File: config.mk
export PLATFORM = sky130hd
export DESIGN_NAME = analog_update_responder
export DESIGN_NICKNAME = d
export VERILOG_FILES = /design/src/rtl/analog_update_responder.sv
export SDC_FILE = /design/constraint.sdc
export NUM_CORES = 1
export LEC_CHECK = 0
export CAP_MARGIN = 0
export CORE_UTILIZATION = 54
export DETAILED_ROUTE_END_ITERATION = 8
export PLACE_DENSITY = 0.85
export REMOVE_ABC_BUFFERS = 1
export SETUP_SLACK_MARGIN = 0.1
export SYNTH_ARGS = -nofsm -noshare
export SYNTH_HDL_FRONTEND = slang
export SYNTH_SLANG_ARGS = --single-unit
File: constraint.sdc
create_clock -name clk -period 4.17 [get_ports clk]
set_input_delay 1.251 -clock clk [delete_from_list [all_inputs] [get_ports clk]]
set_output_delay 1.251 -clock clk [all_outputs]
set_load 0.05 [all_outputs]
File: src/rtl/analog_update_responder.sv
// Responder side of the analog value-update handshake.
// Queues requests, fetches one sample each, settles, then acks.
module analog_update_responder #(
  parameter int WIDTH    = 16,
  parameter int SETTLE_W = 4,
  parameter int PEND_W   = 3
) (
  input  logic                clk,
  input  logic                rstb,
  input  logic                req,
  output logic                ack,
  output logic [WIDTH-1:0]    value,
  input  logic [WIDTH-1:0]    src_data,
  input  logic                src_valid,
  output logic                src_ready,
  input  logic [SETTLE_W-1:0] settle_cycles,
  output logic [PEND_W-1:0]   pending,
  output logic                busy,
  output logic                overflow,
  input  logic                ovf_clr
);

  typedef enum logic [1:0] {
    IDLE,
    FETCH,
    SETTLE,
    ACK
  } state_t;

  localparam logic [PEND_W-1:0] PMAX = '1;
  localparam logic [SETTLE_W-1:0] CNT_ONE = SETTLE_W'(1);

  state_t state;
  state_t state_nx;

  logic [WIDTH-1:0]    sample;
  logic [SETTLE_W-1:0] cnt;
  logic [PEND_W-1:0]   pend;
  logic                xfer;
  logic                deq;
  logic                drop;
  logic                enter_ack;

  assign xfer = src_valid && (state == FETCH);
  assign deq  = ((state == IDLE) || (state == ACK)) && (pend != '0);
  assign drop = req && !deq && (pend == PMAX);

  assign enter_ack = (state_nx == ACK) && (state != ACK);

  assign src_ready = (state == FETCH);
  assign busy      = (state != IDLE);
  assign pending   = pend;

  always_comb begin
    state_nx = state;
    unique case (state)
      IDLE: begin
        if (deq) state_nx = FETCH;
      end
      FETCH: begin
        if (xfer) begin
          if (settle_cycles == '0) state_nx = ACK;
          else                     state_nx = SETTLE;
        end
      end
      SETTLE: begin
        if (cnt == CNT_ONE) state_nx = ACK;
      end
      ACK: begin
        state_nx = deq ? FETCH : IDLE;
      end
      default: state_nx = IDLE;
    endcase
  end

  always_ff @(posedge clk or negedge rstb) begin
    if (!rstb) begin
      state  <= IDLE;
      sample <= '0;
      cnt    <= '0;
      value  <= '0;
      ack    <= 1'b0;
    end else begin
      state <= state_nx;
      ack   <= (state_nx == ACK);
      if (xfer) begin
        sample <= src_data;
        cnt    <= settle_cycles;
      end else if (state == SETTLE) begin
        cnt <= cnt - CNT_ONE;
      end
      // zero-settle captures and delivers on the same edge
      if (enter_ack) begin
        value <= (state == FETCH) ? src_data : sample;
      end
    end
  end

  always_ff @(posedge clk or negedge rstb) begin
    if (!rstb) begin
      pend     <= '0;
      overflow <= 1'b0;
    end else begin
      if (req && !deq && (pend != PMAX)) begin
        pend <= pend + PEND_W'(1);
      end else if (!req && deq) begin
        pend <= pend - PEND_W'(1);
      end
      if (drop)         overflow <= 1'b1;
      else if (ovf_clr) overflow <= 1'b0;
    end
  end

endmodule

==> results of run 1 <==
==> how the worst min path moves through the flow <==
stage               from        end  slack, ns  cells past startpoint
2_1_floorplan  sample[0]  sample[0]       0.48                      1
3_3_place_gp   sample[1]  sample[1]       0.48                      1
3_5_place_dp   sample[2]  sample[2]       0.49                      1
4_1_cts        sample[2]  sample[2]       0.51                      1
5_1_grt        sample[2]  sample[2]       0.52                      1
6_report       sample[2]  sample[2]       0.51                      1
==> power by group <==
part,switching [W],total (W),internal [W]
Sequential,0.000140,0.000774,0.000634
Clock,0.000140,0.000334,0.000194
Combinational,0.000837,0.00154,0.000705
==> synth_stat cells <==
cell type	instances
or4_1	1
nor3_1	1
o21ai_0	5
clkbuf_1	4
ha_1	7
or3_1	1
mux2_4	10
nand2_1	3
inv_1	9
a31oi_1	2
dfrtp_1	43
buf_2	1
buf_6	1
fa_1	1
mux2_2	40
o21a_1	1
nor3b_1	2
o21bai_1	1
a21oi_1	7
xor2_1	3
o22ai_1	1
or2_1	1
nand4_1	1
xnor2_1	2
nand3_4	1
nor2_1	6
o211ai_2	1
a221oi_4	1
nor4b_1	1
==> layout by cell type, fill, tap and decap left out, drive strengths merged, types with 2 or more instances in the layout <==
cell type and instances:
nor3b 2, clkdlybuf4s50 46, dfrtp 43, ha 7, xnor2 2, inv 9, nand2 3, clkbuf 6
nor2 6, a31oi 2, xor2 3, buf 3, o21ai 5, mux2 50, a21oi 7
==> stage by stage <==
step	area, sq um	util
detailed placement	2640	0.711
floorplan	2100	-
global route	2760	0.742
global placement	2640	0.711
finish	2760	0.742
CTS	2760	0.742
==> flip-flops by register name, indices dropped and copies added (netlist names) <==
signal    count
state         2
pending       3
overflow      1
ack           1
sample       16
cnt           4
value        16
==> kinds of logic after synthesis <==
logic type,share of synthesized area
AND/OR/NAND/NOR,0.0499
AO/OA/AOI/OAI,0.0622
multiplexers,0.282
buffers and inverters,0.0305
flip-flops,0.505
adder cells (fa/ha/maj),0.0505
XOR/XNOR,0.0205
==> routing by layer <==
| metal | track usage | vias up |
|---|---|---|
| li1 | - | 652 |
| met1 | 0.260 | 684 |
| met2 | 0.378 | 35 |
| met3 | 0.0528 | 9 |
| met4 | 0.0806 | 0 |
| met5 | 0 | - |
==> area by class of cell <==
class	instances	area, sq um	area share
clock buffers	6	82.6	0.0299
clock inverters	2	35.0	0.0127
inverters	9	33.8	0.0122
multi-input cells	100	991	0.359
flip-flops and latches	43	1080	0.390
well taps	48	60.1	0.0218
repair buffers	49	480	0.174
==> critical path, stage by stage (launching register included) <==
cell and delay (ns):
dfrtp_1 0.41, inv_1 0.16, ha_1 0.22, clkdlybuf4s50_1 0.81
==> impl_results.md, run 1 <==
- CP arrival: about 1.9 ns
- Remaining DRCs: 0
- Antenna violations before repair: 0
- Max-Cap Viols: 0
- R2r startpoint: state[0]
- First-pass GRT wire length: 6.85 mm
- Diode count: 0
- VDD IR max: between 500 and 600 uV
- Final Hold Viols: 0
- Root Buffer: clkbuf_8
- Reg2reg setup slack: ~1.8 ns
- Dpl cells: 249
- Synth Warn #: 0
- Inserted Clock Buffers: 5
- I/O Pins: 48
- Largest net degree at the start of global routing: between 40 and 50
- PortBufs: 47
- Status: finished, final reports clean
- Vias per inst: 5.37
- CP max FO: 4
- Worst slew pin tran: 0.933 ns
- Total power: roughly 0.0026 W
- Clock Path Buffers: 2
- Final Skew: 0.00791 ns
- Nets: 241
- Setup TNS: 0 ns
- Yosys reg bits: 43
- Reg2reg end: pending[2]
- Avg WL per Cell: 15.7 microns
- Area contributors post-synth: dfrtp_1 50%, mux2_2 21%, mux2_4 7.0%, ha_1 4.1%, a21oi_1 1.6%
- Worst setup path end: src_ready
- CTS tree: built
- Setup-violating endpoint count in the final report: 0
- Syn avg cell area: approximately 13 sq um
- Cell Rows: 22
- Post-synth top area cell: dfrtp_1
- CTS Sinks: 43
- Sequential fraction of the synthesis area: 0.505
- Worst slew margin: 0.378
- Area of the die: 4200 sq um
- Final WS setup: 1.03 ns
- Die Width: approximately 65 microns
- Post-synth top area share: 0.505
- GRT Overall Usage: 0.218
- Worst slack, placed: between 0.8 and 0.9 ns
- Routed Antenna Nets: 0
- R2R cell count: 9
- Postcts setup bufs: 0
- Hold buffers post-CTS: 0
- Metal2 WL: 2.08 mm
- Highest routed layer: met4
- Total number of vias: between 1000 and 1500
- Leakage: 1.21 nW
- Filler instances: approximately 260
- Minimum clock period: 3.14 ns
- Vias in the first global route: approximately 1500
- Area grow syn2layout: 29.4%
- Placer Congestion: around 0.8
- Fmax: 0.318 GHz
- M1 WL: 1.72 mm
- Worst setup SP type: flip-flop
- Detailed Place HPWL: just under 3 mm
- Worst-Skew Late Latency: about 0.29 ns
- Post-Route WL: roughly 4 mm
- Worst Setup SP: state[1]
- Max Transition Viols Final: 0
- Post-Syn Instances: roughly 160
- Unique cell type count in the Yosys netlist: 29
- Initial DRC Count: 53
- Power Density: 960 nW/um^2
- WL met3: 165 microns
- Kind of critical path: flip-flop to output port
- Non-filler cells, final: 257
- Die Y: about 65 microns
- Layout cells sized above 1: 0.306
- Drt first pass iters: 4
- Critical Path End Type: output port
- Mapped cell area: 2130 sq um
- Hold slack: between 0.5 and 0.6 ns
- CTS H-tree lvls: 2
- # resized after CTS: 0
- Final period util: 0.753
- RSZ-0062 raised after global routing: no
- Core Region: 3720 sq um
- Worst Path Required: 2.92 ns
- Initial Utilization: 0.574
- Hold Path Class: flip-flop to flip-flop
- Grt total ovfl: 0
- Clock-pin slew on the worst setup and hold paths: 0.08 ns
No activity file was read; power rests on OpenSTA's default activity.
==> inputs of run 2 (changes only) <==
CORE_UTILIZATION = 50   (was 54)
PLACE_DENSITY = 0.79   (was 0.85)
clock period = 3.1 ns   (was 4.17 ns; I/O delays follow)
==> impl_results.md, run 2 (synthesized netlist as in run 1, its figures left out) <==
- CP most frequent cell: inv_1
- Initial Utilization: 0.525
- Routed Antenna Nets: 0
- Hold slack: around 0.5 ns
- Worst Path Required: 2.17 ns
- Area grow syn2layout: 30.0%
- Post-Route WL: about 4.2 mm
- Avg WL per Cell: about 16 microns
- Root Buffer: clkbuf_8
- Setup TNS: 0 ns
- Kind of critical path: flip-flop to output port
- CP cell instances: inv_1 -> ha_1 -> inv_1 -> clkdlybuf4s50_1
- Total number of vias: 1378
- First-pass GRT wire length: 6.73 mm
- Initial DRC Count: 64
- Largest net degree at the start of global routing: 44
- Critical Path End Type: output port
- Finished Cell Area: roughly 2800 sq um
- Reg2reg end: pending[2]
- Hold wc startpoint: sample[11]
- Final WS setup: 0.266 ns
- Worst slack, placed: 0.0983 ns
- Hold Path Class: flip-flop to flip-flop
- Drt first pass iters: 4
- Worst slew pin tran: 0.941 ns
- CTS tree: built
- Nets: ~240
- Minimum clock period: 2.83 ns
- Detailed Place HPWL: about 3 mm
- CP arrival: around 1.9 ns
- Power Density: 1290 nW/um^2
- Grt total ovfl: 0
- Final period util: 0.914
- PortBufs: 47
- Die Y: a little under 70 microns
- Antenna violations before repair: 0
- CP max stage delay: between 0.7 and 0.8 ns
- Worst Hold Depth: 1
- Area of the die: ~4500 sq um
- Worst setup SP type: flip-flop
- RSZ-0062 raised after global routing: no
- Vias per inst: between 5 and 6
- Final Skew: 0.00688 ns
- Fmax: 0.353 GHz
- VDD IR max: 641 uV
- Commonest non-fill, non-tap cell in the layout: clkdlybuf4s50_1
- Cell Rows: 23
- Inserted Clock Buffers: 5
- I/O Pins: 48
- Max Transition Viols Final: 0
- Remaining DRCs: 0
- Clock-pin slew on the worst setup and hold paths: 0.08 ns
- Total power: 0.00359 W
- Worst slew margin: 0.373
- Reg2reg setup slack: 0.73 ns
- Max-Cap Viols: 0
- # resized after CTS: 0
- Worst-Skew Late Latency: 0.29 ns
- Vias in the first global route: approximately 1400
- Largest regs: sample (16), value (16), cnt (4)
- Layout cells sized above 1: 0.311
- R2R cell count: 9
- Leakage: 1.21 nW
- Final Hold Viols: 0
- CTS Sinks: 43
- Status: finished, final reports clean
- CP max FO: 5
- Setup-violating endpoint count in the final report: 0
- Die Width: 67.3 microns
- Hold Path End: sample[11]
- R2r startpoint: state[0]
- GRT Overall Usage: 0.206
- Postcts setup bufs: 0
- Slowest CP cell: clkdlybuf4s50_1
- Placed Area: roughly 2700 sq um
- Diode count: 0
- Clock Path Buffers: 2
- Most frequent cells in the layout: 45 x clkdlybuf4s50_1, 43 x dfrtp_1, 40 x mux2_2
- Hold buffers post-CTS: 0
- CTS H-tree lvls: 2
- Core Region: 4060 sq um
- Placer Congestion: just under 0.8
-- run 2: how the worst max path moves through the flow --
stage | start | to | slack (ns) | cells past startpoint
after floorplan | state[1] | value[0] | -0.18 | 6
after global placement | settle_cycles[2] | value[15] | 0.15 | 5
after detailed placement | settle_cycles[2] | value[15] | 0.1 | 5
after CTS | state[0] | busy | 0.26 | 4
after global routing | state[0] | busy | 0.15 | 4
final | state[0] | busy | 0.27 | 4
-- run 2: layer usage --
layer | vias up | GRT usage | routed length (microns)
met4 | 0 | 0.0851 | 68
met5 | - | 0 | 0
met1 | 676 | 0.260 | 1870
met2 | 47 | 0.344 | 2070
met3 | 7 | 0.0422 | 205
li1 | 648 | - | -
-- run 2: stage by stage --
step            util  std cells
5_1_grt        0.683        259
3_3_place_gp   0.654        251
2_1_floorplan      -        152
3_5_place_dp   0.654        251
6_report       0.683        259
4_1_cts        0.683        259
-- run 2: worst max-delay path: cells and delay by family (launching register included) --
kind,cells,cell delay [ns]
buf+inv,3,0.96
fa+ha+maj,1,0.22
flops,1,0.43
-- run 2: layout make-up --
cell class                 instances  area (sq um)
clock buffer                       6          82.6
fill                             286          1290
tap                               50          62.6
sequential                        43          1080
inverter                           9          33.8
clock inverter                     2          35.0
multi-input combinational        100           991
timing repair buffer              49           490
-- run 2: report_power, final --
part,switching (W),internal [W]
Sequential,0.000200,0.000853
Combinational,0.00112,0.000964
Clock,0.000189,0.000261
